File: config.mk
export PLATFORM = sky130hd
export DESIGN_NAME = cva6_lsu_port_arbiter
export DESIGN_NICKNAME = d
export VERILOG_FILES = /design/src/rtl/cva6_lsu_port_arbiter.sv
export SDC_FILE = /design/constraint.sdc
export NUM_CORES = 1
export LEC_CHECK = 0
export ABC_AREA = 1
export CORE_MARGIN = 1.5
export CORE_UTILIZATION = 48
export CTS_CLUSTER_SIZE = 14
export DETAILED_ROUTE_END_ITERATION = 6
export GPL_TIMING_DRIVEN = 0
export PLACE_DENSITY = 0.83
export SETUP_SLACK_MARGIN = 0.5
export SYNTH_ARGS = -nofsm -noshare
export SYNTH_HDL_FRONTEND = slang
export SYNTH_SLANG_ARGS = --single-unit
export TNS_END_PERCENT = 10
File: constraint.sdc
create_clock -name clk_i -period 3.4 [get_ports clk_i]
set_input_delay 0.68 -clock clk_i [delete_from_list [all_inputs] [get_ports clk_i]]
set_output_delay 0.68 -clock clk_i [all_outputs]
set_load 0.03 [all_outputs]
File: src/rtl/cva6_lsu_port_arbiter.sv
// Shares one data-memory port between the load path and the store-drain path.
// One transaction is in flight at a time. Each transaction runs a request/grant
// phase and then a wait-for-response phase. A load that aliases a pending store
// is held back. A waiting store wins after STARVE_MAX consecutive load grants.
module cva6_lsu_port_arbiter #(
  parameter int unsigned ADDR_W     = 12,
  parameter int unsigned STARVE_MAX = 4,
  parameter int unsigned CNT_W      = 3,
  parameter int unsigned TIMEOUT    = 15,
  parameter int unsigned TO_W       = 4
) (
  input  logic              clk_i,
  input  logic              rst_i,
  input  logic              ld_req_i,
  input  logic [ADDR_W-1:0] ld_addr_i,
  output logic              ld_gnt_o,
  output logic              ld_stall_o,
  output logic              ld_done_o,
  input  logic              st_pending_i,
  input  logic [ADDR_W-1:0] st_addr_i,
  input  logic              st_match_i,
  output logic              st_gnt_o,
  output logic              st_done_o,
  output logic              mem_req_o,
  output logic              mem_we_o,
  output logic [ADDR_W-1:0] mem_addr_o,
  input  logic              mem_gnt_i,
  input  logic              mem_resp_i,
  output logic              err_o
);

  localparam logic [CNT_W-1:0] STARVE_LIM = CNT_W'(STARVE_MAX);
  localparam logic [TO_W-1:0]  TO_LAST    = TO_W'(TIMEOUT - 1);

  typedef enum logic [2:0] {
    IDLE,
    LD_REQ,
    LD_WAIT,
    ST_REQ,
    ST_WAIT
  } state_e;

  state_e            state_q, state_d;
  logic [CNT_W-1:0]  starve_q, starve_d;
  logic [TO_W-1:0]   to_q, to_d;
  logic [ADDR_W-1:0] addr_q, addr_d;
  logic              ld_done_q, ld_done_d;
  logic              st_done_q, st_done_d;
  logic              err_q, err_d;
  logic              ld_gnt, st_gnt;

  // Next-state, grant decision and next values of the registered datapath
  always_comb begin
    state_d   = state_q;
    starve_d  = starve_q;
    to_d      = to_q;
    addr_d    = addr_q;
    ld_done_d = 1'b0;
    st_done_d = 1'b0;
    err_d     = err_q;
    ld_gnt    = 1'b0;
    st_gnt    = 1'b0;
    case (state_q)
      IDLE: begin
        if (!st_pending_i) begin
          starve_d = '0;
        end
        if (st_pending_i && (!ld_req_i || st_match_i || (starve_q == STARVE_LIM))) begin
          st_gnt   = 1'b1;
          state_d  = ST_REQ;
          addr_d   = st_addr_i;
          starve_d = '0;
        end else if (ld_req_i && !st_match_i) begin
          ld_gnt  = 1'b1;
          state_d = LD_REQ;
          addr_d  = ld_addr_i;
          if (st_pending_i && (starve_q != STARVE_LIM)) begin
            starve_d = starve_q + CNT_W'(1);
          end
        end
      end
      LD_REQ, ST_REQ: begin
        if (mem_gnt_i) begin
          state_d = (state_q == LD_REQ) ? LD_WAIT : ST_WAIT;
          to_d    = '0;
        end
      end
      LD_WAIT, ST_WAIT: begin
        if (mem_resp_i) begin
          ld_done_d = (state_q == LD_WAIT);
          st_done_d = (state_q == ST_WAIT);
          state_d   = IDLE;
        end else if (to_q == TO_LAST) begin
          err_d   = 1'b1;
          state_d = IDLE;
        end else begin
          to_d = to_q + TO_W'(1);
        end
      end
      default: state_d = IDLE;
    endcase
  end

  // State and datapath registers; reset aborts any transaction in flight
  always_ff @(posedge clk_i) begin
    if (rst_i) begin
      state_q   <= IDLE;
      starve_q  <= '0;
      to_q      <= '0;
      addr_q    <= '0;
      ld_done_q <= 1'b0;
      st_done_q <= 1'b0;
      err_q     <= 1'b0;
    end else begin
      state_q   <= state_d;
      starve_q  <= starve_d;
      to_q      <= to_d;
      addr_q    <= addr_d;
      ld_done_q <= ld_done_d;
      st_done_q <= st_done_d;
      err_q     <= err_d;
    end
  end

  assign ld_gnt_o   = ld_gnt & ~rst_i;
  assign st_gnt_o   = st_gnt & ~rst_i;
  assign ld_stall_o = ld_req_i & st_match_i;
  assign ld_done_o  = ld_done_q;
  assign st_done_o  = st_done_q;
  assign mem_req_o  = (state_q == LD_REQ) || (state_q == ST_REQ);
  assign mem_we_o   = (state_q == ST_REQ);
  assign mem_addr_o = addr_q;
  assign err_o      = err_q;

endmodule

* Word level (Yosys, flattened, before mapping)
Index checks and enable logic that the tools add are counted.
** Storage, ports and cells
- Input bits :: 31
- Word-level logic and storage cells :: 67
- Flip-flop bits (word level) :: 25
** Operators by class
- Reduce and logical (&&, ||, !) cells :: 18
- Bitwise operators :: 6
- Eq/ne operators :: 12
- Multiplexer cells :: 22
- Add/sub/neg operators :: 2
** Operators by type and width (number)
- $mux 3 :: 10
- $mux 12 :: 2
- $mux 4 :: 3
- $ne 3x3->1 const B :: 3
- $pmux 3 s3 :: 1
- $pmux 4 s2 :: 1
- $eq 3x2->1 const B :: 2
- $eq 3x3->1 const B :: 2
- $ne 2x2->1 const B :: 3
- $reduce_and 3->1 :: 2
- $mux 1 :: 5
- $add 4x1->4 const B :: 1
- $eq 4x4->1 const B :: 1
- $reduce_and 4->1 :: 1
- $reduce_bool 2->1 :: 2
- $reduce_or 2->1 :: 2
- $add 3x1->3 const B :: 1
- $and 1x1->1 :: 3
- $eq 3x1->1 const B :: 1
- $logic_and 1x1->1 :: 3
- $logic_not 3->1 :: 1
- $logic_or 1x1->1 :: 3
- $not 1->1 :: 3
- $reduce_or 3->1 :: 1
- 2 further kinds :: 3

* Depth between registers and ports, before layout
- Depth after elaboration :: 7
- Mapped depth :: 11
- Mapped depth without buffers :: 10

* Least setup slack after synthesis
Ideal clock, no wire load.
- Path type :: input port to output port
- Start :: input port st_match_i
- End :: output port st_gnt_o
- Cell stages on the path :: 7
- Buffers on the path :: 1
- Slack :: 0.865 ns
- Arrival time :: 1.855 ns
- Required time :: 2.720 ns
- Cells stage by stage :: inv_2 -> nand2_2 -> inv_2 -> nand2_1 -> nand2_2 -> buf_2 -> nor3_1
** Between the ends
- Cells in the longest elaborated chain, start to end :: 6
** RTL lines
- start: declaration :: line 21 : input logic st_match_i,
- $logic_or 1x1->1 (2 in series) :: line 68 : if (st_pending_i && (!ld_req_i || st_match_i || (starve_q == STARVE_LIM))) begin
- $logic_and 1x1->1 :: line 68
- $mux 1 :: line 68
- $mux 1 :: line 63 : case (state_q)
- $and 1x1->1 :: line 126 : assign st_gnt_o = st_gnt & ~rst_i;
- end: declaration :: line 22 : output logic st_gnt_o,
Every way passes these cells.

* Worst setup path after layout
- Start :: input port ld_req_i
- End :: output port ld_gnt_o
** Between the ends
- Cells in the longest elaborated chain, start to end :: 7
- Elaborated cells on any way between the ends :: 9
- Classes of those cells :: mux: 3; bitwise: 1; reduce/logical: 5
** RTL lines
- start: declaration :: line 14 : input logic ld_req_i,
- $logic_not 1->1 :: line 68
- $logic_or 1x1->1 (2 in series) :: line 68
- $logic_and 1x1->1 :: line 68
- $mux 1 (*) :: line 68
- $mux 1 (*) :: line 63
- $and 1x1->1 (*) :: line 125 : assign ld_gnt_o = ld_gnt & ~rst_i;
- end: declaration :: line 16 : output logic ld_gnt_o,
Every way passes the cells marked *; elsewhere a longest branch is shown, timed or not.

==> impl_results.md <==
* Flop pwr share at approximately two fifths
* Number of synthesized register bits at 25
* Share of the synthesized area in the top cell type at between 30% and 40%
* Largest cells by area after synthesis: dfxtp_1, nand2_1, o211ai_2
* Clk pwr share at 14.1%
* Core Util, Final at 71.7%
* Clock-pin slew on the worst setup and hold paths at ~0.13 ns
* Pin count of the biggest net entering global routing at 15
* Cell count after synthesis at 195
* H-tree depth at 1
* Grt ovf at 0
* Post-synthesis sequential area ratio at 34.6%
* Final Slew Violations at 0
* Setup crit start kind: input pin
* Critical path arrival at 2.13 ns
* Core area at 2810 um^2
* Area grow syn2layout at 38.9%
* Vias at 1408
* Clock Skew at 0.00430 ns
* Hpwl dp at 2.44 mm
* Fmax at 0.356 GHz
* Top Ports at between 50 and 60
* Nets at 284
* Worst-path cell chain: clkdlybuf4s50_1 -> nand2_4 -> inv_2 -> nand2_1 -> nand2_2 -> buf_6 -> nand2_1 -> inv_1 -> clkdlybuf4s18_2
* Clk root buf: clkbuf_4
* VDD IR max at roughly 270 uV
* Std cell rows at 19
* Unrepaired setup endpoints after global routing: no
* CTS tree: done
* Placer Congestion at 0.836
* Drt drc at 0
* Initial antenna violation count at 0
* Cts hold-fix bufs at 0
* Clk_lat worst skew at 0.33 ns
* YS warnings at 0
* Multi-input gate area at 793 um^2
* Flip-flop and latch area at 500 um^2
* Slew Limit Headroom at 77.5%
* Sw Ratio at 40.6%
* Synth area leader: dfxtp_1
* Pleak at about 0.90 nW
* Worst Path Required at 2.72 ns
* Mapped Area at between 1000 and 1500 um^2
* Clk sinks at 25
* Synthesized area per cell at between 7 and 8 um^2
* Slowest CP cell: clkdlybuf4s50_1
* Ratio of total power to cell area at approximately 480 nW/um^2
* Syn nets at 230
* Clk buf depth at 2
* Fraction of registers with async set/reset at 0%
* CP Max Fanout at 10
* Port buffer count at 49
* Total track usage at 19.3%
* Final worst path period share at 82.6%
* Share of cells above drive strength 1 at 20.6%
* Worst hold slack at 0.487 ns
* Pre-Repair DR Iteration Count at 6
* Final hold vios at 0
* Max-cap violation count at 0
* CP Class: in -> out
* Drt wl/cell at 10.9 um
* Vias per cell at 5.05
* Die width at about 58 um
* Number of diodes at 0
* Iteration-0 DRC Markers at 66
* Synth Flop Type: dfxtp_1
* Vias in the first global route at 1285
* Routed WL at 3.05 mm
* CP most frequent cell: nand2_1
* Most frequent cells after synthesis: nand2_1, dfxtp_1, nor2_1, inv_1, nand3_1
* Fillers at 243
* Gate power share at between 40% and 50%
* Internal Power at 0.575 mW
* Setup violations, final at 0
* Yosys cell types at 28
* Postcts setup bufs at 0
* Num CTS Buffers at 3
* Number of synthesized flops with an enable pin at 0
* Final setup TNS at 0 ns
* Final ANT Viol Nets at 0
* HP Class: reg -> reg
* Net switching power at 0.393 mW
* Worst slew pin tran at 0.336 ns
* Result of the run: finished, final reports clean
* Die Ht at 57.9 um
* Die area at roughly 3400 um^2
* Most frequent cell after synthesis: nand2_1
* Worst setup EP type: output port
* Slowest stage delay, CP at about 0.53 ns
* Starting Density at between 50% and 60%
* First-pass GRT wire length at 5.14 mm
* Tmin final at 2.81 ns
* Final Total Pwr at roughly 0.97 mW
==> power groups by stage <==
stage / combinational [mW] / clock, mW / sequential, mW
3_5_place_dp: 0.455 / 0 / 0.385
6_report: 0.453 / 0.136 / 0.379
4_1_cts: 0.455 / 0.139 / 0.379
2_1_floorplan: 0.253 / 0 / 0.437
3_3_place_gp: 0.449 / 0 / 0.384
5_1_grt: 0.494 / 0.151 / 0.385
==> through the flow <==
stage / instance area [um^2] / setup WS [ns] / instances
floorplan: 1450 / 0.865 / 195
global placement: 1980 / 0.0929 / 275
detailed placement: 1980 / 0.0482 / 275
CTS: 2000 / 0.474 / 279
global route: 2010 / 0.506 / 279
finish: 2010 / 0.592 / 279
==> cell families after synthesis <==
kind of cell / share of synthesized area (%)
and+or+nand+nor: 34.9
buffers and inverters: 11.0
AOI/OAI and AO/OA: 15.5
DFF: 34.6
adders and majority gates: 3.46
xor gates and xnor gates: 0.605
==> layout by cell type (no fill, tap or decap), drive strengths merged, types with 2 or more instances in the layout <==
master         count
ha                 4
nand2             51
nand3             23
clkbuf             3
clkdlybuf4s50     47
nand4              2
nor2              21
clkinv             3
dfxtp             25
o211ai            12
a21oi             10
inv               29
nor3               4
buf                7
==> sequential cells by signal (all words and copies together), names as in the netlist <==
name and flops:
st_done_o 1, state_q 3, err_o 1, starve_q 3
ld_done_o 1, mem_addr_o 12, to_q 4
==> cell type report <==
class	count	share of cell area (%)
Multi-Input combinational cell	133	39.5
Sequential cell	25	24.9
Timing Repair Buffer	49	24.1
Inverter	31	5.79
Buffer	6	2.43
Tap cell	31	1.93
Clock buffer	3	1.12
Clock inverter	1	0.249
==> path summary, 6_finish.rpt <==
path / slack, ns / start / depth (start not counted) / end
hold / removal: 0.49 / err_o / 2 / err_o
setup reg to reg: 1.81 / starve_q[0] / 11 / mem_addr_o[4]
hold reg to reg: 0.49 / err_o / 2 / err_o
setup / recovery: 0.59 / ld_req_i / 9 / ld_gnt_o
==> worst max-delay path, delay by kind of cell <==
kind / cells / cell delay, ns
buffers and inverters: 5 / 1.08
AND/OR/NAND/NOR: 4 / 0.36
==> repair_timing <==
action | CTS | global route
hold endpoints to repair | 0 | 0
endpoints found under the setup margin | 2 | 2
gates resized for setup | 9 | 5
==> routing by layer <==
metal | share of wire (%) | global-route usage, % | up-vias
met5 | 0 | 0 | -
met4 | 0.89 | 5.98 | 0
met3 | 6.2 | 4.91 | 2
met2 | 46 | 33.0 | 33
met1 | 47 | 23.9 | 635
li1 | - | - | 738
(Power assumes the default switching activity.)
==> RTL change: new RTL, same settings <==
Reset style: asynchronous (`rst_i`), changed in one clocked block.
--- a/src/rtl/cva6_lsu_port_arbiter.sv
+++ b/src/rtl/cva6_lsu_port_arbiter.sv
@@ -102,7 +102,7 @@
   end
 
   // State and datapath registers; reset aborts any transaction in flight
-  always_ff @(posedge clk_i) begin
+  always_ff @(posedge clk_i or posedge rst_i) begin
     if (rst_i) begin
       state_q   <= IDLE;
       starve_q  <= '0;
Function: differs if rst_i is asserted again (counterexample within 4 cycles, from zero or initial values and one cycle with rst_i high); with rst_i held inactive, the same outputs for 10 cycles.
==> RTL change against the original RTL <==
The run now ends with design-rule violations left; routed wire length rose by 5.7%; sequential share of layout area up 6.5 points; non-clock buffer count is the same; core utilization is 0.54 points lower; total power rose by 37%; setup slack better by 0.035 ns; cell area decreased by 0.75%; register-to-register slack gained 0.16 ns; synthesized cell count up 2.6%; maximum frequency rose by 1.3%; sequential cell count stayed put; synthesized area shrank 0.78%; global-route usage grew 1.0 points.
==> RTL change: results (changes against the original RTL) <==
outcome=complete, but fails checks; failing checks=design-rule violations; Pleak=1.097 nW (+21%); DP Wirelength=2471 um (+1.5%); DRC=7 (+7); Yosys warning count=0 (unchanged); hold path cells=1 (-1); ANT cells=0 (unchanged); Mapped Nets=235 (+2.2%); global-route wire length before repair=5237 um (+1.9%); Worst-Skew Late Latency=0.31 ns (-0.02 ns); share of cells above drive strength 1=9.449% (-11 points); register area share after synthesis=43.55% (+9.0 points); post-synth cell types=24 (-14%); final WL=3220 um (+5.7%); worst slew pin tran=0.6157 ns (+0.2795 ns); Worst Skew=0.003961 ns (-0.0003376 ns); pre-CTS setup slack=-0.09173 ns (-0.1399 ns); vias in the first global route=1240 (-3.5%); r2r endpoint=mem_addr_o[9]$_DFFE_PP0P_; Worst path max stage delay=0.50 ns (-0.03 ns); Global Route Usage Sum=20.34% (+1.0 points); launch point of the worst reg-to-reg path=starve_q[0]$_DFFE_PP0P_; Via density=4.881 (-3.3%); cell count of the worst reg-to-reg path=10 (-1); worst endpoint data arrival time=2.09 ns (-0.04 ns); largest cells by area after synthesis=dfrtp_1, nand2_1, nand3_1; Finished Layout Cells=285 (+2.2%); asr flop ratio synth=100.0% (+100 points); synth cell count leaders=nand2_1, dfrtp_1, nand3_1; Hold Path End=err_o$_DFFE_PP0P_; worst reg2reg setup slack=1.97 ns (+0.16 ns); Synth Instances=200 (+2.6%); placed cells=280 (+1.8%); Peak VDD IR=0.0003795 V (+38%); HP Start=err_o$_DFFE_PP0P_; RePlAce Congestion=0.8162 (-2.4%)
## RTL change: changes by cell type in the layout (fill, tap and decap cells not counted), moves of 9 or more
cell | before | now
dfrtp_1 | 0 | 25
dfxtp_1 | 25 | 0
inv_2 | 12 | 3
nand2_1 | 44 | 94
nor2_1 | 18 | 8
## RTL change: layout make-up
cell class / count / area (sq um)
Buffer: 6 / 41.29
Clock buffer: 3 / 22.52
Clock inverter: 1 / 5.005
Fill cell: 272 / 809.5
Inverter: 19 / 75.07
Multi-Input combinational cell: 150 / 698.2
Sequential cell: 25 / 625.6
Tap cell: 31 / 38.79
Timing Repair Buffer: 49 / 484.2
Timing Repair inverter: 1 / 5.005
## RTL change: worst max-delay path: cells and delay by family
family / cells / cell delay [ns]
buffers and inverters: 5 / 1.00
AND/OR/NAND/NOR: 4 / 0.41
## RTL change: per-stage QoR
stage                     setup TNS, ns  cell area (sq um)  hold WS, ns
after floorplan                       0               1436       0.4837
after global placement         -0.06837               1966       0.4513
after detailed placement       -0.09173               1966       0.4503
after CTS                             0               1999       0.4884
after global routing                  0               1996       0.4983
final                                 0               1996       0.4787
## RTL change: layer usage
layer / vias to the layer above / global-route usage (%) / routed length, um
li1: 728 / - / -
met1: 623 / 26.38 / 1484
met2: 38 / 34.09 / 1458
met3: 2 / 3.795 / 260
met4: 0 / 7.309 / 17
met5: - / 0 / 0
## RTL change: worst max-delay path by stage
| stage | startpoint | endpoint | slack, ns | depth (start not counted) |
|---|---|---|---|---|
| 2_1_floorplan | rst_i | ld_gnt_o | 1.10 | 3 |
| 3_5_place_dp | rst_i | ld_gnt_o | -0.09 | 5 |
| 3_3_place_gp | rst_i | ld_gnt_o | -0.07 | 5 |
| 4_1_cts | ld_req_i | ld_gnt_o | 0.41 | 9 |
| 6_report | ld_req_i | ld_gnt_o | 0.63 | 9 |
| 5_1_grt | ld_req_i | ld_gnt_o | 0.51 | 9 |
## RTL change: timing repair
item                       in CTS  in global routing
resized for setup               3                  2
gates cloned                    1                  0
setup endpoints to repair       2                  1
## RTL change: logic make-up after synthesis
family	synth area share, %
simple gates	40.94
buf+inv	7.839
flops	43.55
compound gates	2.962
fa+ha+maj	3.484
xor+xnor	1.220
## RTL change: report_power, final
| group | switching [mW] | internal [mW] | total (mW) |
|---|---|---|---|
| registers | 0.0689 | 0.395 | 0.464 |
| clock network | 0.0859 | 0.0440 | 0.130 |
| logic | 0.444 | 0.292 | 0.736 |
| total | 0.599 | 0.731 | 1.33 |
